### config.mk
export PLATFORM = sky130hd
export DESIGN_NAME = i2s_rx_dsp_channel
export DESIGN_NICKNAME = d
export VERILOG_FILES = /design/src/rtl/i2s_rx_dsp_channel.sv
export SDC_FILE = /design/constraint.sdc
export NUM_CORES = 1
export LEC_CHECK = 0
export ABC_CLOCK_PERIOD_IN_PS = 3300
export BUFFER_PORTS_ARGS = -buffer_cell sky130_fd_sc_hd__buf_2
export CAP_MARGIN = 10
export CORE_MARGIN = 2
export CORE_UTILIZATION = 52
export DETAILED_ROUTE_END_ITERATION = 7
export PLACE_DENSITY = 0.7
export SYNTH_ARGS = -nofsm -noshare
export SYNTH_HDL_FRONTEND = slang
export SYNTH_SLANG_ARGS = --single-unit
### constraint.sdc
create_clock -name sck_i -period 3.3 [get_ports sck_i]
set_clock_uncertainty 0.1 [all_clocks]
set_input_delay 0.66 -clock sck_i [delete_from_list [all_inputs] [get_ports sck_i]]
set_output_delay 0.66 -clock sck_i [all_outputs]
set_load 0.02 [all_outputs]
### src/rtl/i2s_rx_dsp_channel.sv
// DSP-mode (frame-sync) I2S receive channel: deserialises ch0/ch1 after a programmable
// frame-sync offset and pushes 32-bit words to the uDMA RX FIFO. Optional `I2S_RX_SIGN_EXT_EN.
module i2s_rx_dsp_channel (
  input  logic        sck_i,
  input  logic        rstn_i,
  input  logic        i2s_ch0_i,
  input  logic        i2s_ch1_i,
  input  logic        i2s_ws_i,
  output logic [31:0] fifo_data_o,
  output logic        fifo_data_valid_o,
  input  logic        fifo_data_ready_i,
  output logic        fifo_err_o,
  input  logic        cfg_en_i,
  input  logic        cfg_2ch_i,
  input  logic [4:0]  cfg_num_bits_i,
  input  logic        cfg_lsb_first_i,
  input  logic [8:0]  cfg_slave_dsp_offset_i
`ifdef I2S_RX_SIGN_EXT_EN
  ,
  input  logic        cfg_sign_ext_i
`endif
);

  typedef enum logic [1:0] {IDLE, WAIT_FS, OFFSET, RUN} state_e;

  state_e      state_q, state_d;
  logic [8:0]  off_cnt_q, off_cnt_d;
  logic [4:0]  bit_cnt_q, bit_cnt_d;
  logic [31:0] sr0_q, sr0_d, sr1_q, sr1_d;
  logic [31:0] pend0_q, pend0_d, pend1_q, pend1_d;
  logic        pend0_vld_q, pend0_vld_d, pend1_vld_q, pend1_vld_d;
  logic [31:0] dat_q, dat_d;
  logic        vld_q, vld_d;
  logic        sel_q, sel_d;
  logic        err_q, err_d;
  logic        cfg_2ch_q, cfg_2ch_d;
  logic [4:0]  cfg_nb_q, cfg_nb_d;
  logic        cfg_lsb_q, cfg_lsb_d;
  logic [8:0]  cfg_off_q, cfg_off_d;
  logic        sext_en;

`ifdef I2S_RX_SIGN_EXT_EN
  logic cfg_sext_q, cfg_sext_d;
  assign sext_en = cfg_sext_q;
`else
  assign sext_en = 1'b0;
`endif

  logic [31:0] sr0_n, sr1_n;
  logic        acc, pend0_keep, pend1_keep, word_done, fs;

  // Bits above the word length are forced to 0, or to the sign bit when extending.
  function automatic logic [31:0] extend(input logic [31:0] w, input logic [4:0] nb, input logic s);
    logic [31:0] mask;
    mask = 32'hFFFF_FFFF >> (5'd31 - nb);
    if (s && w[nb]) return w | ~mask;
    return w & mask;
  endfunction

  always_comb begin
    state_d     = state_q;
    off_cnt_d   = off_cnt_q;
    bit_cnt_d   = bit_cnt_q;
    sr0_d       = sr0_q;
    sr1_d       = sr1_q;
    pend0_d     = pend0_q;
    pend1_d     = pend1_q;
    dat_d       = dat_q;
    vld_d       = vld_q;
    sel_d       = sel_q;
    err_d       = 1'b0;
    cfg_2ch_d   = cfg_2ch_q;
    cfg_nb_d    = cfg_nb_q;
    cfg_lsb_d   = cfg_lsb_q;
    cfg_off_d   = cfg_off_q;
`ifdef I2S_RX_SIGN_EXT_EN
    cfg_sext_d  = cfg_sext_q;
`endif
    word_done   = 1'b0;
    fs          = 1'b0;

    sr0_n = cfg_lsb_q ? sr0_q : {sr0_q[30:0], i2s_ch0_i};
    sr1_n = cfg_lsb_q ? sr1_q : {sr1_q[30:0], i2s_ch1_i};
    if (cfg_lsb_q) begin
      sr0_n[bit_cnt_q] = i2s_ch0_i;
      sr1_n[bit_cnt_q] = i2s_ch1_i;
    end

    acc         = vld_q & fifo_data_ready_i;
    pend0_keep  = pend0_vld_q & ~(acc & ~sel_q);
    pend1_keep  = pend1_vld_q & ~(acc & sel_q);
    pend0_vld_d = pend0_keep;
    pend1_vld_d = pend1_keep;

    // Output register is refilled from the slots as they stood before this edge,
    // which gives the one-cycle delay from word done to valid.
    if (!vld_q || acc) begin
      if (pend0_keep) begin
        dat_d = pend0_q;
        vld_d = 1'b1;
        sel_d = 1'b0;
      end else if (pend1_keep) begin
        dat_d = pend1_q;
        vld_d = 1'b1;
        sel_d = 1'b1;
      end else begin
        vld_d = 1'b0;
      end
    end

    case (state_q)
      IDLE: begin
        if (cfg_en_i) state_d = WAIT_FS;
      end
      WAIT_FS: begin
        if (i2s_ws_i) fs = 1'b1;
      end
      OFFSET: begin
        off_cnt_d = off_cnt_q + 9'd1;
        if (({1'b0, off_cnt_q} + 10'd1) == {1'b0, cfg_off_q}) begin
          state_d   = RUN;
          bit_cnt_d = '0;
          sr0_d     = '0;
          sr1_d     = '0;
        end
      end
      RUN: begin
        sr0_d     = sr0_n;
        sr1_d     = cfg_2ch_q ? sr1_n : 32'd0;
        bit_cnt_d = bit_cnt_q + 5'd1;
        if (bit_cnt_q == cfg_nb_q) begin
          word_done = 1'b1;
          state_d   = WAIT_FS;
          if (i2s_ws_i) fs = 1'b1;
        end
      end
      default: state_d = IDLE;
    endcase

    if (word_done) begin
      if (pend0_keep || pend1_keep) begin
        err_d = 1'b1;
      end else begin
        pend0_d     = extend(sr0_n, cfg_nb_q, sext_en);
        pend0_vld_d = 1'b1;
        if (cfg_2ch_q) begin
          pend1_d     = extend(sr1_n, cfg_nb_q, sext_en);
          pend1_vld_d = 1'b1;
        end
      end
    end

    if (fs) begin
      cfg_2ch_d  = cfg_2ch_i;
      cfg_nb_d   = cfg_num_bits_i;
      cfg_lsb_d  = cfg_lsb_first_i;
      cfg_off_d  = cfg_slave_dsp_offset_i;
`ifdef I2S_RX_SIGN_EXT_EN
      cfg_sext_d = cfg_sign_ext_i;
`endif
      off_cnt_d  = '0;
      bit_cnt_d  = '0;
      sr0_d      = '0;
      sr1_d      = '0;
      state_d    = (cfg_slave_dsp_offset_i == 9'd0) ? RUN : OFFSET;
    end

    if (!cfg_en_i) begin
      state_d     = IDLE;
      off_cnt_d   = '0;
      bit_cnt_d   = '0;
      sr0_d       = '0;
      sr1_d       = '0;
      pend0_d     = '0;
      pend1_d     = '0;
      pend0_vld_d = 1'b0;
      pend1_vld_d = 1'b0;
      dat_d       = '0;
      vld_d       = 1'b0;
      sel_d       = 1'b0;
      err_d       = 1'b0;
    end
  end

  always_ff @(posedge sck_i or negedge rstn_i) begin
    if (!rstn_i) begin
      state_q     <= IDLE;
      off_cnt_q   <= '0;
      bit_cnt_q   <= '0;
      sr0_q       <= '0;
      sr1_q       <= '0;
      pend0_q     <= '0;
      pend1_q     <= '0;
      pend0_vld_q <= 1'b0;
      pend1_vld_q <= 1'b0;
      dat_q       <= '0;
      vld_q       <= 1'b0;
      sel_q       <= 1'b0;
      err_q       <= 1'b0;
      cfg_2ch_q   <= 1'b0;
      cfg_nb_q    <= '0;
      cfg_lsb_q   <= 1'b0;
      cfg_off_q   <= '0;
`ifdef I2S_RX_SIGN_EXT_EN
      cfg_sext_q  <= 1'b0;
`endif
    end else begin
      state_q     <= state_d;
      off_cnt_q   <= off_cnt_d;
      bit_cnt_q   <= bit_cnt_d;
      sr0_q       <= sr0_d;
      sr1_q       <= sr1_d;
      pend0_q     <= pend0_d;
      pend1_q     <= pend1_d;
      pend0_vld_q <= pend0_vld_d;
      pend1_vld_q <= pend1_vld_d;
      dat_q       <= dat_d;
      vld_q       <= vld_d;
      sel_q       <= sel_d;
      err_q       <= err_d;
      cfg_2ch_q   <= cfg_2ch_d;
      cfg_nb_q    <= cfg_nb_d;
      cfg_lsb_q   <= cfg_lsb_d;
      cfg_off_q   <= cfg_off_d;
`ifdef I2S_RX_SIGN_EXT_EN
      cfg_sext_q  <= cfg_sext_d;
`endif
    end
  end

  assign fifo_data_o       = dat_q;
  assign fifo_data_valid_o = vld_q;
  assign fifo_err_o        = err_q;

endmodule

Yosys cells after proc, flatten, opt, wreduce, memory -nomap -nowiden
Index checks and enable logic that the tools add are counted.
- flip-flop bits (word level): 197
- bits in latches: 0
- memory bits (writable): 0
- ROM bits: 0
- bits of input ports: 23
- output and inout bits: 34
- word-level logic and storage cells: 130
- memories: 0
- add/sub/neg operators: 4
- multiply operators: 0
- div/mod/pow operators: 0
- order comparisons: 2
- equality and inequality tests: 15
- shifts and indexed selects: 1
- muxes and demuxes: 70
- bitwise gates (word level): 10
- reduce and logical (&&, ||, !) cells: 11
- operator list (cell ; number):
    $mux W32 ; 23
    $pmux W32 S2 ; 2
    $and A32 B32 Y32 ; 2
    $bwmux W32 ; 2
    $shr A32 B5 Y32 const A ; 1
    $mux W1 ; 29
    $mux W9 ; 3
    $mux W5 ; 3
    $add A9 B1 Y10 const B ; 1
    $eq A10 B9 Y1 ; 1
    $pmux W5 S2 ; 1
    $add A9 B1 Y9 const B ; 1
    $logic_not A9 Y1 ; 1
    $mux W2 ; 4
    $ne A4 B4 Y1 const B ; 2
    $lt A5 B6 Y1 const B ; 1
    $ne A2 B1 Y1 const B ; 3
    $ne A3 B1 Y1 const B ; 2
    $pmux W2 S3 ; 1
    $reduce_and A2 Y1 ; 3
    $reduce_and A3 Y1 ; 2
    $add A5 B1 Y5 const B ; 1
    $and A1 B1 Y1 ; 5
    $demux W1 S5 ; 1
    other kinds (14) ; 18

Logic depth before layout (Yosys ltp)
- depth after elaboration: 12
- gate-level depth with buffers: 11
- depth with buffers taken out: 8

Worst setup path before layout
OpenSTA, ideal clock, no wires.
- path type: register -> register
- start point: register off_cnt_q[0]
- end point: register sr0_q[0]
- library setup time: 122 ps
- arrival time: 2219 ps
- data required time: 3078 ps
- path slack: 859 ps
- stages on the path, launching flop included: 12
- buffers on the path: 4
- period minus slack after synthesis: 2441 ps
- cell sequence: dfrtp_1 ha_1 clkbuf_1 and4_1 clkbuf_1 xnor2_1 o211ai_1 a211oi_2 a21oi_2 buf_6 buf_6 a32o_1
- word-level cells in the longest chain between the ends: 4
- RTL lines (what ; RTL line ; text):
    start: declaration ; 27 ; logic [8:0] off_cnt_q, off_cnt_d;
    start signal: assignment ; 209 ; off_cnt_q <= off_cnt_d;
    $add A9 B1 Y10 ; 120 ; if (({1'b0, off_cnt_q} + 10'd1) == {1'b0, cfg_off_q}) begin
    $eq A10 B9 Y1 ; 120 ;
    $ne A4 B4 Y1 (no line) ; -- ;
    $reduce_and A2 Y1 (no line) ; -- ;
    end signal: assignment ; 211 ; sr0_q <= sr0_d;
    end: declaration ; 29 ; logic [31:0] sr0_q, sr0_d, sr1_q, sr1_d;
No other way between the ends.
A chain may end at the register's enable or synchronous reset.

Worst setup path after layout
- start point: register off_cnt_q[2]
- end point: register sr1_q[16]
- word-level cells in the longest chain between the ends: 4
- RTL lines (what ; RTL line ; text):
    $add A9 B1 Y10 ; 120 ;
    $eq A10 B9 Y1 ; 120 ;
    $ne A4 B4 Y1 (no line) ; -- ;
    $reduce_and A2 Y1 (no line) ; -- ;
    end signal: assignment ; 212 ; sr1_q <= sr1_d;
    end: declaration ; 29 ;
No other way between the ends.

==> impl_metrics.yaml <==
floorplanning:
  initial_core_util: 0.527
  ioPinCount: 57
  die_y_um: 147
  die_w_um: 147
  core_area_sq_um: 20100
  dieArea_sq_um: 21500
  rows: 52
logic_synthesis:
  synth_cells: 1132
  seq_area_frac_synth: 0.465
  synthArstFlopShare: 1.00
  synth_seq_cells: 197
  synth_top_area_share: 0.465
  yosys.area.top_type: "dfrtp_1"
  avgSynthCellArea_sq_um: 9.37
  synth_edf_count: 0
  synthFlopType: "dfrtp_1"
  synth.net_count: 1160
  yosys_warnings: 0
  ys_top_cells_by_area: "dfrtp_1 46%, nand2_1 7.6%, nand3_1 5.9%"
  yosysUniqueCellTypes: 61
  syn_area_sq_um: 10600
clock_network:
  clock-root-buffer: "clkbuf_16"
  htree_levels: 4
  cts_tree: "built"
  numCtsBuffers: 17
  cts_resized: 0
  post_cts_buffers: 0
  clk_pin_slew_worst_paths_ns: 0.08
  insertion_delay_ns: 0.44
  clock_sinks: 197
  ctsLongestPathBuffers: 2
  cts_hold_buf: 0
worst_setup_path:
  start_kind: "register"
  r2r_start: "off_cnt_q[2]"
  reg2reg_depth: 7
  cp.arrival_ns: 3.36
  endpoint_kind: "register"
  r2r-end: "sr1_q[16]"
  crit_type: "reg2reg"
  worst_ep_required_time_ns: 3.52
  worst-r2r-setup-slack_ns: 0.16
  cp_max_fo: 18
sta:
  fin_ws_ns: 0.158
  rsz0062_at_grt: "false"
  finalSetupViolCount: 0
  post-route-period-util: 0.952
  relSlewSlack: 0.307
  setup_tns_ns: 0
  drv_slew: 0
  worst_slew_pin_slew_ns: 1.04
  max_freq_ghz: 0.318
  hold_viol_final: 0
  post-route-min-period_ns: 3.14
global_route:
  grt-ovfl-total: 0
  antenna_found_initial: 0
  grt_pass1_wl_mm: 45.1
  grt_max_degree: 93
  grt_pass1_vias: 8237
  grtUsageTotal: 0.262
place:
  numPortBuffers: 56
  dp_hpwl_mm: 18.6
  place.gp.congestion: 0.886
  pre_cts_ws_ns: 0.190
flow_run:
  cap_violations: 0
power_and_ir_drop:
  clkPwrFrac: 0.342
  p_sw_mw: 1.96
  internal-power_mw: 4.09
  pwr-share-comb: 0.206
  irDropWorstVdd_v: 0.000381
  p_seq_frac: 0.452
  switching_share: 0.324
  leakagePower_nw: 5.51
  power_density_nw_per_um2: 516
route:
  drc_errors: 0
  ant_nets: 0
  dr.pass1.iters: 6
  drtIter0Drc: 829
  vias: 8749
  wl_mm: 27.6
  routed_via_density: 6.11
  routedWlPerCell_um: 19.3
final_layout:
  drive_gt1_frac: 0.194
  area_delta_synth_final_pct: 10.6
  num-fill-cells: 1757
  diodes: 0
  final_nets: 1176
min_path:
  hp-class: "in2async"
outcome:
  status: "finished, final reports clean"
power by group through the flow:
stage / Combinational [mW] / Sequential, mW / Clock, mW
2_1_floorplan: 0.893 / 2.69 / 0
3_3_place_gp: 1.20 / 2.77 / 0
3_5_place_dp: 1.21 / 2.78 / 0
4_1_cts: 1.22 / 2.73 / 2.10
5_1_grt: 1.37 / 2.76 / 2.20
6_report: 1.25 / 2.73 / 2.07
registers in the layout (all words and copies together), names as in the netlist:
signal,flops
bit_cnt_q,5
cfg_2ch_q,1
cfg_lsb_q,1
cfg_nb_q,5
cfg_off_q,9
fifo_data_o,32
fifo_data_valid_o,1
fifo_err_o,1
off_cnt_q,9
pend0_q,32
pend0_vld_q,1
pend1_q,32
pend1_vld_q,1
sel_q,1
sr0_q,32
sr1_q,32
state_q,2
how the worst max path moves through the flow:
stage | depth (start not counted) | slack (ns) | end | startpoint
2_1_floorplan | 11 | 0.86 | sr0_q[0] | off_cnt_q[0]
5_1_grt | 7 | 0.04 | sr0_q[20] | off_cnt_q[2]
4_1_cts | 8 | 0.23 | sr0_q[21] | off_cnt_q[0]
3_5_place_dp | 7 | 0.19 | sr0_q[21] | i2s_ws_i
3_3_place_gp | 7 | 0.20 | sr0_q[20] | i2s_ws_i
6_report | 7 | 0.16 | sr1_q[16] | off_cnt_q[2]
routing by layer:
layer	global-route usage	up-vias	share of wire
met2	0.406	341	0.46
met3	0.0404	34	0.069
met1	0.385	4272	0.45
met5	0	-	0
li1	-	4102	-
met4	0.0757	0	0.018
area by class of cell:
type,instances,area (sq um),share of cell area
clock inverter,14,140,0.0120
timing repair buffer,91,564,0.0481
multi-input combinational,836,5290,0.451
clock buffer,18,439,0.0375
sequential,197,4930,0.421
tap,270,338,0.0288
inverter,5,18.8,0.00160
placed cells by master (no fill, tap or decap), types with 5 or more instances in the layout:
master	n
nor2_1	44
a21oi_1	41
a211oi_1	5
clkbuf_16	17
buf_4	34
nor3_1	6
or2_2	35
o41ai_1	10
inv_1	5
ha_1	5
nor2b_1	9
nand2_1	215
and2_1	10
xor2_1	5
dfrtp_1	196
mux2i_1	36
buf_2	55
mux2_2	55
nor3b_1	8
a21o_1	8
nand3_1	125
xnor2_1	9
a32o_1	34
a22o_1	32
o21ai_0	21
and3_1	15
o31ai_1	27
a21boi_0	19
Yosys cell counts (all sizes together) (2+ instances only):
cell type,number
a22o,32
nor2b,10
nand2b,4
nand2,216
nor2,44
a21oi,42
and3b,4
mux2,55
o41ai,10
a21boi,19
nor4,3
a21o,8
a211oi,6
mux2i,36
a32o,34
nand3,126
nor3b,9
and3,15
o31ai,27
nor3,7
xor2,5
a31oi,2
buf,20
inv,5
ha,5
clkbuf,75
and4,2
nand3b,3
nand4,4
nor4bb,2
a2111oi,4
or2,36
o21a,2
xnor2,9
nor4b,4
o21ai,22
or3,3
dfrtp,197
o211ai,4
and2,12
worst max-delay path, cell delays in order (launching register included):
cell and delay, ns:
dfrtp_1 0.50, nand3_2 0.21, o21a_1 0.24, or4_1 0.52, a211oi_2 0.57, a21oi_4 0.33
buf_4 0.30, a22o_1 0.25
logic make-up after synthesis:
kind of cell | count (synthesis) | share of synthesized area
compound gates | 219 | 0.155
xor+xnor | 15 | 0.0138
fa+ha+maj | 5 | 0.00590
buf+inv | 100 | 0.0395
flops | 197 | 0.465
mux | 91 | 0.0924
simple gates | 505 | 0.228
per-stage QoR:
step                hold slack [ns]  power [mW]  utilization  instance area [sq um]  std cells
global route                 0.0782        6.34        0.583                  11700       1431
global placement              0.344        3.97        0.554                  11100       1398
detailed placement            0.351        3.99        0.554                  11100       1398
floorplan                     0.264        3.59            -                  10600       1132
CTS                          0.0641        6.05        0.582                  11700       1430
finish                       0.0567        6.05        0.583                  11700       1431
Power figures use the tool's default switching activity.
